File: src/rtl/tile_seq_ctrl.sv
// ---------------------------------------------------------------------------
// tile_seq_ctrl
//
// Sequences one tile pass of the core datapath:
//   1. WLOAD   : stream `col` weight words from weight SRAM into L0
//   2. KLOAD   : pop `col` words out of L0 into the PE array (inst_w = 01)
//   3. KSETTLE : KWAIT quiet cycles so the kernel load settles in the array
//   4. XLOAD   : stream `nij` activation words from activation SRAM into L0
//   5. EXEC    : pop `nij` words from L0 (inst_w = 10) while concurrently
//                draining OFIFO results into psum SRAM
//   6. DONE    : one-cycle done pulse, then back to IDLE
// A pass with nij == 0 skips XLOAD and EXEC entirely.
//
// Ports:
//   clk, reset            clock; asynchronous active-low reset
//   start                 1-cycle pulse, accepted only while idle
//   w_base/x_base/
//   psum_base/nij         pass configuration, latched on an accepted start
//   busy, done            pass in progress / 1-cycle end-of-pass pulse
//   w_cen/w_wen/w_addr    weight SRAM port (active-low enables, read only)
//   x_cen/x_wen/x_addr    activation SRAM port (active-low enables, read only)
//   psum_cen/psum_wen/
//   psum_addr             psum SRAM port (active-low enables, write only)
//   l0_src                L0 input mux select: 0 = weight Q, 1 = activation Q
//   l0_wr, l0_rd          L0 push / pop
//   inst_w                PE array instruction: 01 kernel load, 10 execute
//   l0_full, l0_ready     L0 full / L0 non-empty
//   ofifo_rd              OFIFO pop (OFIFO head is show-ahead)
//   ofifo_valid           OFIFO head valid
//
// SRAM reads have one cycle of latency, so a read issued in cycle t is only
// written into L0 in cycle t+1 or later. The `pending` flag marks a read
// whose data sits on the SRAM Q and still has to be pushed into L0; the SRAM
// Q holds that word for as long as no new read is issued, which is why a new
// read is only issued once the pending word can leave in the same cycle.
// ---------------------------------------------------------------------------
module tile_seq_ctrl #(
    parameter int row         = 8,
    parameter int col         = 8,
    parameter int W_ADDR_W    = 8,
    parameter int X_ADDR_W    = 10,
    parameter int PSUM_ADDR_W = 14,
    parameter int NIJ_W       = 10,
    parameter int KWAIT       = 16
) (
    input  logic                   clk,
    input  logic                   reset,
    input  logic                   start,
    input  logic [W_ADDR_W-1:0]    w_base,
    input  logic [X_ADDR_W-1:0]    x_base,
    input  logic [PSUM_ADDR_W-1:0] psum_base,
    input  logic [NIJ_W-1:0]       nij,
    output logic                   busy,
    output logic                   done,
    output logic                   w_cen,
    output logic                   w_wen,
    output logic [W_ADDR_W-1:0]    w_addr,
    output logic                   x_cen,
    output logic                   x_wen,
    output logic [X_ADDR_W-1:0]    x_addr,
    output logic                   psum_cen,
    output logic                   psum_wen,
    output logic [PSUM_ADDR_W-1:0] psum_addr,
    output logic                   l0_src,
    output logic                   l0_wr,
    output logic                   l0_rd,
    output logic [1:0]             inst_w,
    input  logic                   l0_full,
    input  logic                   l0_ready,
    output logic                   ofifo_rd,
    input  logic                   ofifo_valid
);

    // -----------------------------------------------------------------------
    // Sizing
    // -----------------------------------------------------------------------
    // One counter width serves both the weight phase (counts to col) and the
    // activation phase (counts to nij).
    localparam int COL_W    = $clog2(col + 1);
    localparam int CNT_W    = (NIJ_W > COL_W) ? NIJ_W : COL_W;
    localparam int SETTLE_W = (KWAIT > 1) ? $clog2(KWAIT + 1) : 1;

    localparam logic [CNT_W-1:0]    COL_C       = CNT_W'(col);
    localparam logic [CNT_W-1:0]    COL_LAST    = CNT_W'(col - 1);
    localparam logic [SETTLE_W-1:0] SETTLE_LAST = SETTLE_W'(KWAIT - 1);

    // -----------------------------------------------------------------------
    // FSM encoding
    // -----------------------------------------------------------------------
    localparam logic [2:0] S_IDLE    = 3'd0;
    localparam logic [2:0] S_WLOAD   = 3'd1;
    localparam logic [2:0] S_KLOAD   = 3'd2;
    localparam logic [2:0] S_KSETTLE = 3'd3;
    localparam logic [2:0] S_XLOAD   = 3'd4;
    localparam logic [2:0] S_EXEC    = 3'd5;
    localparam logic [2:0] S_DONE    = 3'd6;

    // -----------------------------------------------------------------------
    // State
    // -----------------------------------------------------------------------
    logic [2:0]             state;
    logic [2:0]             state_next;

    logic [W_ADDR_W-1:0]    w_base_q;
    logic [X_ADDR_W-1:0]    x_base_q;
    logic [PSUM_ADDR_W-1:0] psum_base_q;
    logic [NIJ_W-1:0]       nij_q;

    logic [CNT_W-1:0]       ld_cnt;      // reads issued in the current load phase
    logic                   pending;     // a read result waits on the SRAM Q
    logic [CNT_W-1:0]       pop_cnt;     // L0 pops in KLOAD or EXEC
    logic [CNT_W-1:0]       drain_cnt;   // OFIFO words moved to psum SRAM
    logic [SETTLE_W-1:0]    settle_cnt;  // cycles spent in KSETTLE

    // -----------------------------------------------------------------------
    // Load engine (shared by WLOAD and XLOAD)
    // -----------------------------------------------------------------------
    logic             ld_active;
    logic [CNT_W-1:0] ld_total;
    logic             ld_issue;
    logic             ld_write;
    logic             pending_next;
    logic             ld_last;
    logic [CNT_W-1:0] nij_ext;

    assign nij_ext   = CNT_W'(nij_q);
    assign ld_active = (state == S_WLOAD) || (state == S_XLOAD);
    assign ld_total  = (state == S_WLOAD) ? COL_C : nij_ext;

    // A new read may go out when nothing is waiting on the Q, or when the
    // waiting word is pushed into L0 in this very cycle.
    assign ld_issue     = ld_active && (ld_cnt < ld_total) && (!pending || !l0_full);
    assign ld_write     = ld_active && pending && !l0_full;
    assign pending_next = ld_issue || (pending && l0_full);

    // All reads issued and nothing left waiting after this cycle.
    assign ld_last = ld_active && (ld_cnt == ld_total) && !(pending && l0_full);

    // -----------------------------------------------------------------------
    // Pop / drain engines
    // -----------------------------------------------------------------------
    logic             kpop;
    logic             xpop;
    logic             drain;
    logic [CNT_W-1:0] pop_after;
    logic [CNT_W-1:0] drain_after;
    logic             exec_end;

    assign kpop  = (state == S_KLOAD) && l0_ready && (pop_cnt < COL_C);
    assign xpop  = (state == S_EXEC)  && l0_ready && (pop_cnt < nij_ext);
    assign drain = (state == S_EXEC)  && ofifo_valid && (drain_cnt < nij_ext);

    // Counts as they will stand after this cycle; used to leave EXEC on the
    // same edge that completes the last pop/drain.
    assign pop_after   = pop_cnt + CNT_W'(xpop);
    assign drain_after = drain_cnt + CNT_W'(drain);
    assign exec_end    = (state == S_EXEC) && (pop_after == nij_ext)
                         && (drain_after == nij_ext);

    // -----------------------------------------------------------------------
    // Next-state logic
    // -----------------------------------------------------------------------
    always_comb begin
        state_next = state;
        case (state)
            S_IDLE: begin
                if (start) begin
                    state_next = S_WLOAD;
                end
            end
            S_WLOAD: begin
                if (ld_last) begin
                    state_next = S_KLOAD;
                end
            end
            S_KLOAD: begin
                if (kpop && (pop_cnt == COL_LAST)) begin
                    state_next = S_KSETTLE;
                end
            end
            S_KSETTLE: begin
                if (settle_cnt == SETTLE_LAST) begin
                    // An empty activation set has nothing to stream or drain.
                    state_next = (nij_q == '0) ? S_DONE : S_XLOAD;
                end
            end
            S_XLOAD: begin
                if (ld_last) begin
                    state_next = S_EXEC;
                end
            end
            S_EXEC: begin
                if (exec_end) begin
                    state_next = S_DONE;
                end
            end
            S_DONE: begin
                state_next = S_IDLE;
            end
            default: begin
                state_next = S_IDLE;
            end
        endcase
    end

    // -----------------------------------------------------------------------
    // Sequential state
    // -----------------------------------------------------------------------
    logic phase_change;
    assign phase_change = (state_next != state);

    always_ff @(posedge clk or negedge reset) begin
        if (!reset) begin
            state       <= S_IDLE;
            w_base_q    <= '0;
            x_base_q    <= '0;
            psum_base_q <= '0;
            nij_q       <= '0;
            ld_cnt      <= '0;
            pending     <= 1'b0;
            pop_cnt     <= '0;
            drain_cnt   <= '0;
            settle_cnt  <= '0;
        end else begin
            state <= state_next;

            // Configuration is captured only when a pass is accepted, so
            // changes on these inputs mid-pass have no effect.
            if ((state == S_IDLE) && start) begin
                w_base_q    <= w_base;
                x_base_q    <= x_base;
                psum_base_q <= psum_base;
                nij_q       <= nij;
            end

            // Every counter restarts from zero on entry to a new phase.
            if (phase_change) begin
                ld_cnt     <= '0;
                pending    <= 1'b0;
                pop_cnt    <= '0;
                drain_cnt  <= '0;
                settle_cnt <= '0;
            end else begin
                ld_cnt    <= ld_cnt + CNT_W'(ld_issue);
                pending   <= ld_active ? pending_next : 1'b0;
                pop_cnt   <= pop_cnt + CNT_W'(kpop || xpop);
                drain_cnt <= drain_after;
                if (state == S_KSETTLE) begin
                    settle_cnt <= settle_cnt + 1'b1;
                end
            end
        end
    end

    // -----------------------------------------------------------------------
    // Outputs
    // -----------------------------------------------------------------------
    logic w_issue;
    logic x_issue;

    assign w_issue = (state == S_WLOAD) && ld_issue;
    assign x_issue = (state == S_XLOAD) && ld_issue;

    always_comb begin
        busy      = (state != S_IDLE);
        done      = (state == S_DONE);

        // Weight and activation SRAMs are only ever read.
        w_cen     = !w_issue;
        w_wen     = 1'b1;
        w_addr    = '0;
        x_cen     = !x_issue;
        x_wen     = 1'b1;
        x_addr    = '0;

        // psum SRAM is only ever written, in lock-step with OFIFO pops.
        psum_cen  = !drain;
        psum_wen  = !drain;
        psum_addr = '0;

        l0_src    = (state == S_XLOAD);
        l0_wr     = ld_write;
        l0_rd     = kpop || xpop;
        inst_w    = 2'b00;
        ofifo_rd  = drain;

        // Addresses wrap naturally at their own width.
        if (w_issue) begin
            w_addr = w_base_q + W_ADDR_W'(ld_cnt);
        end
        if (x_issue) begin
            x_addr = x_base_q + X_ADDR_W'(ld_cnt);
        end
        if (drain) begin
            psum_addr = psum_base_q + PSUM_ADDR_W'(drain_cnt);
        end

        if (kpop) begin
            inst_w = 2'b01;
        end else if (xpop) begin
            inst_w = 2'b10;
        end
    end

endmodule

File: config.mk
export PLATFORM = sky130hd
export DESIGN_NAME = tile_seq_ctrl
export DESIGN_NICKNAME = d
export VERILOG_FILES = /design/src/rtl/tile_seq_ctrl.sv
export SDC_FILE = /design/constraint.sdc
export NUM_CORES = 1
export LEC_CHECK = 0
export CAP_MARGIN = 20
export CORE_UTILIZATION = 50
export DETAILED_ROUTE_END_ITERATION = 8
export PLACE_DENSITY_LB_ADDON = 0.15
export SETUP_SLACK_MARGIN = 0.02
export SYNTH_ARGS = -nofsm -noshare
export SYNTH_HDL_FRONTEND = slang
export SYNTH_SLANG_ARGS = --single-unit
export TNS_END_PERCENT = 1
File: constraint.sdc
create_clock -name clk -period 4.25 [get_ports clk]
set_clock_uncertainty 0.1 [all_clocks]
set_input_delay 0.85 -clock clk [delete_from_list [all_inputs] [get_ports clk]]
set_output_delay 0.85 -clock clk [all_outputs]
set_load 0.03 [all_outputs]
==> reports/metrics.yaml, run 1 <==
grt:
  grt_overflow: 0
  grtUsageTotal: 0.264
  grt_first_pass_wirelength_mm: 25.8
  grt_pass1_vias: 5319
  grt_max_degree: 82
  antenna_found_initial: 1
finish:
  most-common-layout-cells: "81 x dfrtp_1, 77 x buf_4, 74 x nor2_1, 65 x clkdlybuf4s50_1, 60 x ha_1"
  n_fill_cell: 905
  area_growth_syn_to_layout_pct: 32.5
  final_cell_area_um2: 7950
  nNetsFinal: 908
  drive_gt1_frac: 0.218
  fin_cells: 938
  final_common_cell: "dfrtp_1"
  final_util: 0.687
  antenna_cells: 0
hold_path:
  hold_class: "input pin to asynchronous set/reset pin"
setup_path:
  cp-start-kind: "flip-flop"
  path_max_fanout: 6
  r2r_slack_ns: 0.05
  critPathKind: "flip-flop to flip-flop"
  cp.arrival_ns: 4.29
  crit_required_ns: 4.34
  end_kind: "flip-flop"
  rr_startpoint: "state[1]$_DFF_PN0_"
  r2r_cells: 18
  r2r-end: "settle_cnt[4]$_DFFE_PN0P_"
timing:
  period_needed_ns: 4.20
  worst_pin_slew_ns: 0.802
  drv_slew: 0
  rsz0062_at_grt: "yes"
  hold_viol: 0
  relSlewSlack: 0.461
  tns_ns: 0
  fmax_mhz: 238
  setup-violations-final: 0
  timing.final.crit_share: 0.989
floorplanning:
  die-area_um2: 12400
  die-height_um: 111
  die_x_um: 111
  io_pins: 94
  start_util: 0.518
  fp.coreArea_um2: 11600
  rows: 39
clocking:
  insertion_delay_ns: 0.34
  htree_levels: 3
  cts_tree: "done"
  cts.path.max_buffers: 2
  clkSinkCount: 81
  cts-root-buf: "clkbuf_16"
  path_clk_slew_ns: 0.06
  numCtsBuffers: 9
route:
  drc: 11
  vias: 5361
  firstDrtPassIters: 7
  drt-vias-per-instance: 5.72
  routed_wl_mm: 15.8
  detail_route.wl_per_cell_um: 16.9
  drtIter0Drc: 385
  antenna_left: 0
power:
  p_leak_nw: 3.67
  vdd_drop_max_v: 0.000572
  power_density_nw_per_um2: 590
synthesis:
  yosys_warnings: 0
  synth_async_sr_flop_share: 1.00
  netlist_area_um2: 5990
  ys_ff_latch: 81
  synth_edf_count: 0
  ys_seq_area_frac: 0.338
  synth_ff_type: "dfrtp_1"
  postSynthCellCount: 648
  ys_types: 58
  syn_area_per_cell_um2: 9.25
place:
  dp.cells: 914
  portBuffers: 91
  globalplace.congestion: 0.926
  placed_cell_area_um2: 7390
  dp_hpwl_mm: 11.9
run_status:
  violations: "DRC"
  outcome: "finished with violations"
flow_run:
  drv_cap: 0
what timing repair did:
action,in CTS,in global routing
pin swaps,4,13
cloned,0,2
hold buffers,0,0
gates resized for setup,14,28
setup endpoints to repair,55,54
setup buffers,0,8
state kept, by name, summed over array words and instances (netlist names):
register and count:
w_base_q 8, settle_cnt 5, state 3, pending 1
drain_cnt 10, nij_ext 10, x_base_q 10, pop_cnt 10
ld_cnt 10, psum_base_q 14
synthesized netlist by cell type, types with 4 or more instances:
master	instances	area (um^2)
a21o_1	15	113
a21oi_1	29	145
and2_1	4	25.0
and3_1	11	68.8
buf_2	7	35.0
buf_4	5	37.5
clkbuf_1	8	30.0
dfrtp_1	81	2030
ha_1	64	801
inv_1	34	128
mux2_2	33	372
nand2_1	40	150
nand2b_1	5	31.3
nand3_1	20	100
nand4_1	10	62.6
nor2_1	79	297
nor2b_1	9	56.3
nor3_1	22	110
nor4_1	6	37.5
o21a_1	8	60.1
o21ai_0	21	105
o21bai_1	4	30.0
or3_1	6	37.5
xnor2_1	38	333
xor2_1	28	245
per-layer routing:
metal,track usage,wire (um),up-vias
met1,0.343,6990,2548
met2,0.434,7440,197
li1,-,-,2572
met5,0,13,-
met4,0.108,475,2
met3,0.0474,906,42
area by class of cell:
cell class	count	area, um^2	share of cell area
well taps	143	179	0.0225
clock buffers	13	270	0.0340
multi-input cells	508	3870	0.488
repair buffers	159	1470	0.184
flip-flops and latches	81	2030	0.255
inverters	34	130	0.0164
cells by family (layout without fill, tap and decap cells):
kind of cell / Yosys count / count (layout) / synth area share
flip-flops: 81 / 81 / 0.338
XOR/XNOR: 66 / 66 / 0.0964
AO/OA/AOI/OAI: 109 / 109 / 0.123
AND/OR/NAND/NOR: 228 / 228 / 0.185
adder cells (fa/ha/maj): 67 / 67 / 0.144
multiplexers: 36 / 36 / 0.0670
other: 1 / 2 / 0.000626
buffers and inverters: 60 / 206 / 0.0461
per-stage QoR:
step	total power (W)	hold slack, ns	setup WS [ns]
4_1_cts	0.00452	0.419	-0.0157
3_3_place_gp	0.00366	0.398	-0.329
6_report	0.00469	0.323	0.0476
5_1_grt	0.00506	0.350	-0.0762
2_1_floorplan	0.00295	0.387	-0.0865
3_5_place_dp	0.00375	0.406	-0.521
power breakdown:
part,internal [W],total (W),switching (W),leakage (nW)
clock network,0.000434,0.000726,0.000292,0.134
registers,0.00104,0.00128,0.000240,1.03
logic,0.00129,0.00269,0.00140,2.51
critical path, cell delays in order, from the launching register on:
cell and delay [ns]:
dfrtp_1 0.42, and2b_1 0.28, buf_4 0.16, nand4b_1 0.13
or3_4 0.35, a311oi_2 0.28, nor3_2 0.11, inv_4 0.08
ha_4 0.14, ha_4 0.16, xor2_4 0.16, and3_1 0.16
o32ai_1 0.10, nand4b_1 0.20, or4b_4 0.57, o31ai_4 0.29
buf_6 0.18, buf_12 0.12, a211oi_1 0.04
worst max path at each step:
| stage | from | end | slack, ns | cells after the start |
|---|---|---|---|---|
| finish | state[1]$_DFF_PN0_ | settle_cnt[4]$_DFFE_PN0P_ | 0.05 | 18 |
| global route | nij_ext[5]$_DFFE_PN0P_ | settle_cnt[4]$_DFFE_PN0P_ | -0.08 | 17 |
| CTS | state[0]$_DFF_PN0_ | x_addr[5] | -0.02 | 14 |
| detailed placement | ofifo_valid | pending$_DFF_PN0_ | -0.52 | 16 |
| global placement | ofifo_valid | settle_cnt[4]$_DFFE_PN0P_ | -0.33 | 16 |
| floorplan | ofifo_valid | drain_cnt[3]$_DFF_PN0_ | -0.09 | 16 |
(Power assumes the default switching activity.)
==> run 2: changes to the inputs <==
--- a/config.mk
+++ b/config.mk
@@ -10,6 +10,7 @@
 export DETAILED_ROUTE_END_ITERATION = 8
 export PLACE_DENSITY_LB_ADDON = 0.15
 export SETUP_SLACK_MARGIN = 0.02
+export SLEW_MARGIN = 10
 export SYNTH_ARGS = -nofsm -noshare
 export SYNTH_HDL_FRONTEND = slang
 export SYNTH_SLANG_ARGS = --single-unit
==> results of run 2 <==
Same layout as run 1: the final DEF is identical, and so are final timing and power.
